File: src/rtl/adder_pkg.sv
// Shared definitions for the segmented adder sequencer.
// Contents:
//   state_e       FSM state encoding (IDLE, RUN, DONE)
//   counterWidth  width of the slice index counter, clog2 with a floor of 1
package adder_pkg;

    typedef enum logic [1:0] {
        IDLE = 2'd0,
        RUN  = 2'd1,
        DONE = 2'd2
    } state_e;

    // A single-slice configuration still needs a one-bit index register,
    // so the width never drops below 1.
    function automatic int counterWidth(input int n);
        return (n <= 1) ? 1 : $clog2(n);
    endfunction

endpackage

File: src/rtl/full_adder.sv
// One-bit full adder cell.
// Ports:
//   a, b, cin  operand bits and carry-in
//   s, cout    sum bit and carry-out
module full_adder (
    input  logic a,
    input  logic b,
    input  logic cin,
    output logic s,
    output logic cout
);

    // Standard sum/majority equations.
    assign s    = a ^ b ^ cin;
    assign cout = (a & b) | (a & cin) | (b & cin);

endmodule

File: src/rtl/seg_ripple_add.sv
// Combinational SEG-bit ripple-carry adder built by chaining full_adder cells.
// Ports:
//   a, b   SEG-bit operands
//   cin    carry into bit 0
//   s      SEG-bit sum
//   cout   carry out of the top bit
module seg_ripple_add #(
    parameter int SEG = 8
) (
    input  logic [SEG-1:0] a,
    input  logic [SEG-1:0] b,
    input  logic           cin,
    output logic [SEG-1:0] s,
    output logic           cout
);

    logic [SEG:0] carryChain;

    // Carry ripples from bit 0 upwards; the top of the chain is the slice carry-out.
    assign carryChain[0] = cin;

    for (genvar i = 0; i < SEG; i++) begin : gBit
        full_adder uFa (
            .a    (a[i]),
            .b    (b[i]),
            .cin  (carryChain[i]),
            .s    (s[i]),
            .cout (carryChain[i+1])
        );
    end

    assign cout = carryChain[SEG];

endmodule

File: src/rtl/segmented_add_sequencer.sv
// Multi-cycle wide adder/subtractor. Operands are taken over a valid/ready
// handshake and summed LSB-first one SEG-bit slice per clock through a single
// seg_ripple_add, with the inter-slice carry held in a flop. The result is held
// until the consumer accepts it.
// Ports:
//   clk, rst_n            clock (rising edge), asynchronous active-low reset
//   in_valid / in_ready   operand request handshake
//   in_a, in_b            W-bit operands
//   in_cin                carry-in (ignored when subtracting)
//   in_sub                1 = compute A - B
//   out_valid / out_ready result handshake
//   out_sum               W-bit sum/difference
//   out_cout              carry out of the MSB (for subtract: 1 = no borrow)
//   out_ovf               two's-complement signed overflow
//   busy                  block is not idle
module segmented_add_sequencer
    import adder_pkg::*;
#(
    parameter int W   = 32,
    parameter int SEG = 8
) (
    input  logic         clk,
    input  logic         rst_n,
    input  logic         in_valid,
    output logic         in_ready,
    input  logic [W-1:0] in_a,
    input  logic [W-1:0] in_b,
    input  logic         in_cin,
    input  logic         in_sub,
    output logic         out_valid,
    input  logic         out_ready,
    output logic [W-1:0] out_sum,
    output logic         out_cout,
    output logic         out_ovf,
    output logic         busy
);

    localparam int NSEG = W / SEG;
    localparam int CW   = counterWidth(NSEG);
    localparam logic [CW-1:0] LAST_IDX = CW'(NSEG - 1);

    // The slicing only makes sense when the operand splits into whole slices.
    if ((W % SEG) != 0 || NSEG < 1) begin : gBadParams
        $error("segmented_add_sequencer: W must be a non-zero multiple of SEG");
    end

    state_e        state_q;
    logic [CW-1:0] idx_q;
    logic [W-1:0]  opA_q;
    logic [W-1:0]  opBEff_q;
    logic [W-1:0]  sum_q;
    logic          carry_q;
    logic          inReady_q;
    logic          outValid_q;
    logic          busy_q;

    logic [SEG-1:0] sliceA;
    logic [SEG-1:0] sliceB;
    logic [SEG-1:0] sliceSum;
    logic           sliceCout;

    // Pick the operand slice addressed by the running index; B is already
    // stored inverted for subtraction, so the slice adder never needs to know.
    always_comb begin
        sliceA = opA_q[int'(idx_q) * SEG +: SEG];
        sliceB = opBEff_q[int'(idx_q) * SEG +: SEG];
    end

    seg_ripple_add #(
        .SEG (SEG)
    ) uSliceAdd (
        .a    (sliceA),
        .b    (sliceB),
        .cin  (carry_q),
        .s    (sliceSum),
        .cout (sliceCout)
    );

    // Single FSM block: IDLE latches a request, RUN walks the slices writing
    // each partial sum in place and carrying into the next, DONE holds the
    // result until the consumer takes it. Handshake outputs are registered
    // alongside the state so they always match it. A reset discards any
    // operation in flight.
    always_ff @(posedge clk or negedge rst_n) begin
        if (!rst_n) begin
            state_q    <= IDLE;
            idx_q      <= '0;
            opA_q      <= '0;
            opBEff_q   <= '0;
            sum_q      <= '0;
            carry_q    <= 1'b0;
            inReady_q  <= 1'b1;
            outValid_q <= 1'b0;
            busy_q     <= 1'b0;
        end else begin
            case (state_q)
                IDLE: begin
                    if (in_valid) begin
                        opA_q     <= in_a;
                        opBEff_q  <= in_b ^ {W{in_sub}};
                        carry_q   <= in_sub ? 1'b1 : in_cin;
                        idx_q     <= '0;
                        sum_q     <= '0;
                        state_q   <= RUN;
                        inReady_q <= 1'b0;
                        busy_q    <= 1'b1;
                    end
                end
                RUN: begin
                    sum_q[int'(idx_q) * SEG +: SEG] <= sliceSum;
                    carry_q <= sliceCout;
                    if (idx_q == LAST_IDX) begin
                        state_q    <= DONE;
                        outValid_q <= 1'b1;
                    end else begin
                        idx_q <= idx_q + 1'b1;
                    end
                end
                DONE: begin
                    if (out_ready) begin
                        state_q    <= IDLE;
                        outValid_q <= 1'b0;
                        inReady_q  <= 1'b1;
                        busy_q     <= 1'b0;
                    end
                end
                default: begin
                    state_q    <= IDLE;
                    outValid_q <= 1'b0;
                    inReady_q  <= 1'b1;
                    busy_q     <= 1'b0;
                end
            endcase
        end
    end

    assign in_ready  = inReady_q;
    assign out_valid = outValid_q;
    assign busy      = busy_q;
    assign out_sum   = sum_q;
    assign out_cout  = carry_q;

    // Signed overflow: both effective operands share a sign the result does not.
    assign out_ovf = (opA_q[W-1] == opBEff_q[W-1]) & (sum_q[W-1] != opA_q[W-1]);

endmodule

File: config.mk
export PLATFORM = sky130hd
export DESIGN_NAME = segmented_add_sequencer
export DESIGN_NICKNAME = d
export VERILOG_FILES = /design/src/rtl/adder_pkg.sv /design/src/rtl/full_adder.sv /design/src/rtl/seg_ripple_add.sv /design/src/rtl/segmented_add_sequencer.sv
export SDC_FILE = /design/constraint.sdc
export NUM_CORES = 1
export LEC_CHECK = 0
export CAP_MARGIN = 20
export CORE_UTILIZATION = 55
export DETAILED_ROUTE_END_ITERATION = 16
export GPL_TIMING_DRIVEN = 1
export PLACE_DENSITY = 0.86
export SYNTH_ARGS = -nofsm -noshare
export SYNTH_HDL_FRONTEND = slang
export SYNTH_HIERARCHICAL = 1
export SYNTH_SLANG_ARGS = --single-unit
File: constraint.sdc
create_clock -name clk -period 9.2 [get_ports clk]
set_input_delay 0.92 -clock clk [delete_from_list [all_inputs] [get_ports clk]]
set_output_delay 0.92 -clock clk [all_outputs]
set_load 0.01 [all_outputs]
==> results.md <==
* Drt via density at 5.777
* Cell Area, Placed at 0.005958 sq mm
* Clock slew at reported path FFs at 100 ps
* Die X at 96.15 um
* Clk buf depth at 2
* Boundary Pins at 107
* Worst Setup End Kind: register
* Post-Synthesis Cells at 363
* Die Y at 96.15 um
* HPWL Detailed at 7.848 mm
* Setup bufs post-CTS at 0
* Via count at 3310
* Antenna violations before repair at 0
* Power Dens Cells at 364.1 mW/mm^2
* Wire per inst at 18.60 um
* Worst hold path type: register to register
* Die footprint at 0.009244 sq mm
* Status: complete, no violations
* Post-CTS sizing at 0
* Fmax at 198.9 MHz
* Initial drt markers at 144
* Final hold vios at 0
* Worst Skew at 9.040 ps
* Syn Area/Cell at 13.43 sq um
* Synth cell types at 29
* Grt total ovfl at 0
* First-pass DRT Iterations at 4
* Fin nets at 547
* Area Growth Syn to Fin at 26.13%
* # clock sinks at 104
* DRC Markers at 0
* Vias in the first global route at 3307
* Num CTS Buffers at 9
* Period utilisation layout at 54.65%
* Minimum clock period at 5027 ps
* Worst-path fanout max at 25
* Cts hold-fix bufs at 0
* Initial Utilization at 58.16%
* Post-Route Utilization at 73.35%
* Syn_nets at 447
* CTS HTree Levels at 3
* Worst slew pin tran at 972.7 ps
* Slew Limit Headroom at 35.15%
* Worst EP arrival at 5300 ps
* # setup viols final at 0
* Final Cell Area at 0.006148 sq mm
* Overall Global Routing Usage at 25.78%
* Largest net degree at the start of global routing at 97
* Top cells by area, synth: dfrtp_1 53%, mux2_2 7.6%, mux4_2 7.4%
* Syn Std Cell Area at 0.004875 sq mm
* Routability congestion estimate at 0.8048
* Worst setup path class: register to register
* Worst-Skew Late Latency at 370 ps
* TritonCTS clock tree: yes
* Warnings, synthesis at 6
* Synthesis-stage register bit count at 104
* Max Cap Violations at 0
* Global-route wire length before repair at 17.24 mm
* Final wirelength at 10.66 mm
* Unrepaired setup endpoints after global routing: false
* Post-route ant nets at 0
* VDD IR max at 0.1948 mV
* Slew Viols, Final at 0
* Layout cells sized above 1 at 16.88%
* I/O Buffers at 106
* P_leak at 2.488 nW
* Data required, critical path at 9470 ps
* Row count at 33
* Antenna cell count at 0
* Setup TNS at 0 ps
* Root Buffer Master: clkbuf_8
* Post-synthesis sequential area ratio at 53.41%
* Synth area leader: dfrtp_1
* Startpoint types: register
* Core box area at 0.008382 sq mm
* Share of the synthesized area in the top cell type at 52.87%
cell usage after synthesis:
master,n
dfrtp_1,103
mux4_2,16
buf_2,12
a21o_1,4
o21bai_1,1
a2bb2oi_1,1
dfstp_2,1
nor4b_4,3
inv_1,2
buf_6,3
nor2_1,37
a22o_1,35
ha_1,6
xnor2_1,32
fa_1,8
a21oi_1,35
nand2_1,11
nor3_2,1
nor3_1,1
nand2b_1,2
nand3b_1,1
nand2_2,1
nor3b_4,1
o21ai_0,5
clkbuf_1,2
mux2_2,33
nor2b_1,1
nand2b_4,1
buf_4,4
metal layers:
metal	global-route usage, %	part of all wire (%)	wire length, um
met1	33.01	40	4314
met2	43.20	52	5567
met3	5.213	4.8	511
met4	10.07	2.5	263
met5	0	0	0
power breakdown:
group / switching [mW] / internal (mW) / leakage, nW
clock: 0.165 / 0.109 / 0.0846
combinational: 0.597 / 0.580 / 1.14
sequential: 0.131 / 0.657 / 1.26
total: 0.893 / 1.35 / 2.49
registers in the layout, summed over array words and instances, names as in the netlist:
name / flops
busy: 1
idx_q: 2
state_q: 2
out_cout: 1
opA_q: 32
out_sum: 32
in_ready: 1
out_valid: 1
opBEff_q: 32
cells by family after synthesis:
group | count (synthesis) | share of synthesized area [%]
fa+ha+maj | 14 | 4.825
compound gates | 81 | 11.34
flops | 104 | 53.41
xor+xnor | 32 | 5.750
mux | 49 | 15.02
simple gates | 60 | 6.802
buf+inv | 23 | 2.849
through the flow:
step	setup WS (ps)	hold slack (ps)	power [mW]	std cells
floorplan	4385	475.1	1.566	363
global placement	4305	485.6	1.886	557
detailed placement	4181	492.4	1.960	557
CTS	4165	516.6	2.237	573
global route	4038	524.5	2.379	573
finish	4173	514.2	2.239	573
worst max-delay path, cell delays in order, from the launching register on:
cell	delay [ps]
dfrtp_1	330
buf_4	380
mux4_2	580
fa_1	450
fa_1	390
fa_1	390
fa_1	400
fa_1	420
fa_1	410
fa_1	410
fa_1	520
a22o_1	230
final cells by class:
class	instances	area, sq um
Multi-Input combinational cell	236	2132
Timing Repair Buffer	110	1084
Sequential cell	104	2604
Fill cell	544	2233
Tap cell	105	131.4
Clock buffer	10	137.6
Clock inverter	6	52.55
Inverter	2	7.507
path summary, 6_finish.rpt:
check | from | endpoint | slack [ps] | cells after the start
worst max-delay path | idx_q[0] | out_sum[7] | 4170 | 11
worst min-delay path | out_sum[9] | out_sum[9] | 510 | 1
worst max register to register | idx_q[0] | out_sum[7] | 4170 | 11
worst min register to register | out_sum[9] | out_sum[9] | 510 | 1
max in group asynchronous | rst_n | opBEff_q[4] | 7540 | 2
min in group asynchronous | rst_n | out_sum[11] | 520 | 1
placed cells by master, fill, tap and decap left out, drive strengths merged, types with 2 or more instances in the layout:
master and count:
clkbuf 10, o21ai 5, mux4 16, nor2 37
nor4b 3, mux2 33, buf 6, nand2 12
a22o 35, ha 6, dfrtp 103, xnor2 32
nand2b 3, nor3 2, clkdlybuf4s50 104, inv 4
a21o 4, clkinvlp 4, a21oi 35, fa 8
No activity file was read; power rests on OpenSTA's default activity.
